$ cat src/rtl/sr_cmd_gen.sv
// Command stage for the clocked SR flip-flop: synchronises and debounces two raw
// buttons and turns each debounced press into a clean, mutually exclusive S or R pulse.
module sr_cmd_gen #(
    parameter int DEBOUNCE_CYCLES = 4,
    parameter int PULSE_CYCLES    = 1
) (
    input  logic clk,
    input  logic rst_n,
    input  logic set_btn,
    input  logic rst_btn,
    output logic S,
    output logic R,
    output logic conflict,
    output logic overrun
);

    localparam int DW = $clog2(DEBOUNCE_CYCLES + 1);
    localparam int PW = $clog2(PULSE_CYCLES + 1);
    localparam logic [DW-1:0] DB_LAST    = DW'(DEBOUNCE_CYCLES - 1);
    localparam logic [PW-1:0] PULSE_LOAD = PW'(PULSE_CYCLES - 1);

    typedef enum logic [1:0] {
        IDLE,
        SET,
        CLR
    } state_t;

    // Bit 0 carries the set button, bit 1 the clear button.
    logic [1:0]    btn;
    logic [1:0]    sync1;
    logic [1:0]    sync2;
    logic [1:0]    stable;
    logic [1:0]    stable_d;
    logic [1:0]    press;
    logic [DW-1:0] db_cnt [2];
    state_t        state;
    logic [PW-1:0] pulse_cnt;

    assign btn   = {rst_btn, set_btn};
    assign press = stable & ~stable_d;

    always_ff @(posedge clk or negedge rst_n) begin
        if (!rst_n) begin
            sync1 <= '0;
            sync2 <= '0;
        end else begin
            sync1 <= btn;
            sync2 <= sync1;
        end
    end

    // The stable level only moves after DEBOUNCE_CYCLES consecutive disagreeing samples.
    always_ff @(posedge clk or negedge rst_n) begin
        if (!rst_n) begin
            stable   <= '0;
            stable_d <= '0;
            for (int i = 0; i < 2; i++) begin
                db_cnt[i] <= '0;
            end
        end else begin
            stable_d <= stable;
            for (int i = 0; i < 2; i++) begin
                if (sync2[i] == stable[i]) begin
                    db_cnt[i] <= '0;
                end else if (db_cnt[i] == DB_LAST) begin
                    stable[i] <= sync2[i];
                    db_cnt[i] <= '0;
                end else begin
                    db_cnt[i] <= db_cnt[i] + DW'(1);
                end
            end
        end
    end

    // S and R follow the state being entered, so they rise on the edge that accepts a press.
    always_ff @(posedge clk or negedge rst_n) begin
        if (!rst_n) begin
            state     <= IDLE;
            pulse_cnt <= '0;
            S         <= 1'b0;
            R         <= 1'b0;
            conflict  <= 1'b0;
            overrun   <= 1'b0;
        end else begin
            S        <= 1'b0;
            R        <= 1'b0;
            conflict <= 1'b0;
            overrun  <= 1'b0;
            case (state)
                IDLE: begin
                    if (press[0] && press[1]) begin
                        conflict <= 1'b1;
                    end else if (press[0]) begin
                        state     <= SET;
                        pulse_cnt <= PULSE_LOAD;
                        S         <= 1'b1;
                    end else if (press[1]) begin
                        state     <= CLR;
                        pulse_cnt <= PULSE_LOAD;
                        R         <= 1'b1;
                    end
                end
                SET, CLR: begin
                    overrun <= |press;
                    if (pulse_cnt == '0) begin
                        state <= IDLE;
                    end else begin
                        pulse_cnt <= pulse_cnt - PW'(1);
                        S         <= (state == SET);
                        R         <= (state == CLR);
                    end
                end
                default: begin
                    state <= IDLE;
                end
            endcase
        end
    end

endmodule
$ cat config.mk
export PLATFORM = sky130hd
export DESIGN_NAME = sr_cmd_gen
export DESIGN_NICKNAME = d
export VERILOG_FILES = /design/src/rtl/sr_cmd_gen.sv
export SDC_FILE = /design/constraint.sdc
export NUM_CORES = 1
export LEC_CHECK = 0
export ABC_AREA = 1
export CORE_MARGIN = 1
export CORE_UTILIZATION = 46
export DETAILED_ROUTE_END_ITERATION = 10
export PLACE_DENSITY = 0.71
export SLEW_MARGIN = 30
export SYNTH_ARGS = -nofsm -noshare
export SYNTH_HDL_FRONTEND = slang
export SYNTH_SLANG_ARGS = --single-unit
export TNS_END_PERCENT = 1
$ cat constraint.sdc
create_clock -name clk -period 1.2 [get_ports clk]
set_input_delay 0.24 -clock clk [delete_from_list [all_inputs] [get_ports clk]]
set_output_delay 0.24 -clock clk [all_outputs]
set_load 0.03 [all_outputs]
==> results by group <==
Pwr
  – Sw frac: 37.5%
  – Gate power share: 36.0%
  – Sequential share of power: just under 50%
  – LEAKAGE: 0.459 nW
  – Power Internal: 1.29 mW
  – Pwr dens: 2350 nW/um^2
  – Peak VDD IR: between 1 and 1.5 mV
  – Clk pwr share: 14.3%
  – Switch Pwr: about 0.77 mW

Die
  – Rows: 14
  – Core area: around 1500 um^2
  – Io pins: 8
  – Initial Utilization: 50.2%
  – Die X: roughly 43 um
  – Die height: 42.8 um
  – Die Area: ~1800 um^2

Placed design
  – Dpl ws: roughly 0.13 ns
  – HPWL after detailed placement: 780 um
  – Port Buf Inserts: 7
  – Inst Count DP: 89
  – GP Congestion: 0.761

Route
  – Residual DRC: 0
  – Routed Antenna Nets: 0
  – Initial detailed-routing violation count: 4
  – Metal2 WL: 544 um
  – Top Layer Used: met4
  – Avg WL per Cell: 11.8 um
  – DR WL met3: 67 um
  – WL met1: between 400 and 500 um
  – DR vias/cell: 5.00
  – Final wirelength: around 1.1 mm
  – DR pass1 iterations: 4
  – DR vias: 460

STA
  – Final setup vio count: 0
  – Worst setup margin: roughly 0.11 ns
  – Tightest Pin Transition: about 0.37 ns
  – Fin. Hold Viols: 0
  – Tcrit/Tclk final: 91.2%
  – F_max: 914 MHz
  – Unrepaired setup endpoints after global routing: false
  – Crit path time final: 1.09 ns
  – Hold Slack: about 0.27 ns
  – Fin. max-slew vios: 0
  – Setup TNS: 0 ns
  – Slew HR: between 70% and 80%
  – Clk_skew: ~0.008 ns

Global route
  – Vias in the first global route: 495
  – Largest net degree at the start of global routing: 21
  – Total grt overflow: 0
  – First-pass GRT wire length: 1.86 mm
  – Initial antenna violation count: 0
  – Gr usage total: between 10 and 15%

Clocking
  – # hold bufs at CTS: 0
  – CTS-repair resized insts: 0
  – Max clock buf depth: 2
  – Root buffer cell: clkbuf_4
  – Cts bufs inserted: 3
  – CTS clock-pin slew for the worst setup and hold paths: 0.10 ns
  – CTS tree: built
  – CTS Sinks: 20
  – Setup bufs post-CTS: 0
  – H-tree levels: 1
  – Worst skew pair latency: 0.29 ns

Setup path
  – CP required: approximately 1.4 ns
  – Worst path arrival time: 1.29 ns
  – Most used cell, CP: nand2_1
  – Worst Setup SP: state[0]
  – Critical path buffers and inverters: 1
  – Critical Path Sink Type: flip-flop
  – CP max FO: 4
  – Worst r2r src: state[0]
  – CP top delay family: flip-flops
  – Slowest CP cell: dfrtp_1
  – Crit Path Category: flip-flop to flip-flop
  – Worst Reg2Reg Path Length in Cells: 6
  – Worst-path cell chain: inv_1 -> ha_1 -> nand3_2 -> nand2_1 -> nand2_1 -> nand2_1
  – Critical path endpoint: state[1]
  – Crit-path max cell delay: around 0.41 ns
  – Startpoint class of the critical path: flip-flop
  – Critical path depth in cells: 6
  – Reg2Reg Setup Slack: 0.11 ns
  – Crit Reg-Reg Endpoint: state[1]

Final layout
  – Layout net count: 86
  – Layout area overhead: 14.4%
  – Commonest non-fill, non-tap cell in the layout: dfrtp_1
  – Commonest non-fill, non-tap cells in the layout: dfrtp_1 (20), inv_1 (10), nand2_1 (9), nor2_1 (5), buf_4 (5)
  – Share of cells above drive strength 1: a little under 20%
  – Post-layout util: 57.5%
  – Post-route insts no fill: 92
  – N_diodes: 0

Synth
  – Yosys warnings: 0
  – Post-Synth Simple-Gate Area: 17.6%
  – XOR/XNOR share of the synthesized area: around 2.3%
  – Area contributors post-synth: dfrtp_1 (65%), ha_1 (6.5%), inv_1 (4.9%)
  – Synth Area in Adders: 6.54%
  – Top cell type's share of synthesized area: 65.4%
  – Largest family of logic cells by synthesized area: simple AND/OR/NAND/NOR gates
  – Synthesized instance count: between 60 and 70
  – Seq/Total Area, Yosys: 65.4%
  – Syn_nets: 73
  – Multiplexer area fraction after synthesis: 0%
  – Synth cell types: 14
  – Synth Area in Compound Gates: 2.29%
  – Synth Register Bits: 20
  – Post-Syn Area: ~770 um^2
  – Largest area contributor in the netlist: dfrtp_1
  – Avg Inst Size Synth: 11.8 um^2

Flow run
  – Max-cap violations: 0

Worst hold path
  – Worst hold path class: primary input to asynchronous set/reset pin

Status
  – Outcome: complete, no violations
==> power by group through the flow <==
stage	Sequential, mW	Combinational (mW)	Clock, mW
2_1_floorplan	1.12	0.438	0
3_3_place_gp	1.02	0.708	0
3_5_place_dp	1.04	0.742	0
4_1_cts	1.02	0.752	0.312
5_1_grt	1.04	0.830	0.332
6_report	1.02	0.743	0.296
==> worst register-to-register path, stage by stage (launching register included) <==
cell     delay, ns
dfrtp_1       0.41
inv_1         0.07
ha_1          0.24
nand3_2       0.10
nand2_1       0.07
nand2_1       0.06
nand2_1       0.04
==> how the worst min path moves through the flow <==
stage	start	to	depth (start not counted)
global route	rst_n	conflict	2
CTS	rst_n	conflict	2
detailed placement	sync1[1]	sync2[1]	0
floorplan	rst_n	R	0
global placement	sync1[1]	sync2[1]	0
finish	rst_n	conflict	2
==> Yosys cell counts (all sizes together) <==
cell    instances
nand3           4
xnor2           2
nand2           9
a21oi           2
nor2            7
ha              4
inv            12
a21boi          1
nor3b           2
dfrtp          20
nor3            2
==> through the flow <==
step                power (mW)  area [um^2]
CTS                       2.09          876
detailed placement        1.78          853
global route              2.20          876
finish                    2.06          876
floorplan                 1.55          766
global placement          1.73          853
==> cells by family (layout without fill, tap and decap cells) <==
| group | count (synthesis) | in the layout |
|---|---|---|
| AO/OA/AOI/OAI | 3 | 3 |
| XOR/XNOR | 2 | 2 |
| adder cells (fa/ha/maj) | 4 | 4 |
| buffers and inverters | 12 | 23 |
| flip-flops | 20 | 20 |
| AND/OR/NAND/NOR | 24 | 24 |
==> flip-flops by register name, indices dropped and copies added (netlist names), 2 cells and up <==
register	count
db_cnt	6
stable	2
stable_d	2
state	2
sync1	2
sync2	2
==> layout make-up <==
cell class                 count  area, um^2
sequential                    20         500
clock buffer                   3        22.5
timing repair buffer           8        67.6
tap                           16        20.0
inverter                      12        45.0
fill                         135         648
multi-input combinational     33         220
==> routing by layer <==
layer	vias to the layer above	global-route usage (%)
li1	221	-
met1	220	14.8
met2	15	24.5
met3	4	6.38
met4	0	5.00
met5	-	0
Note: power is estimated with default switching activity, not from simulation.
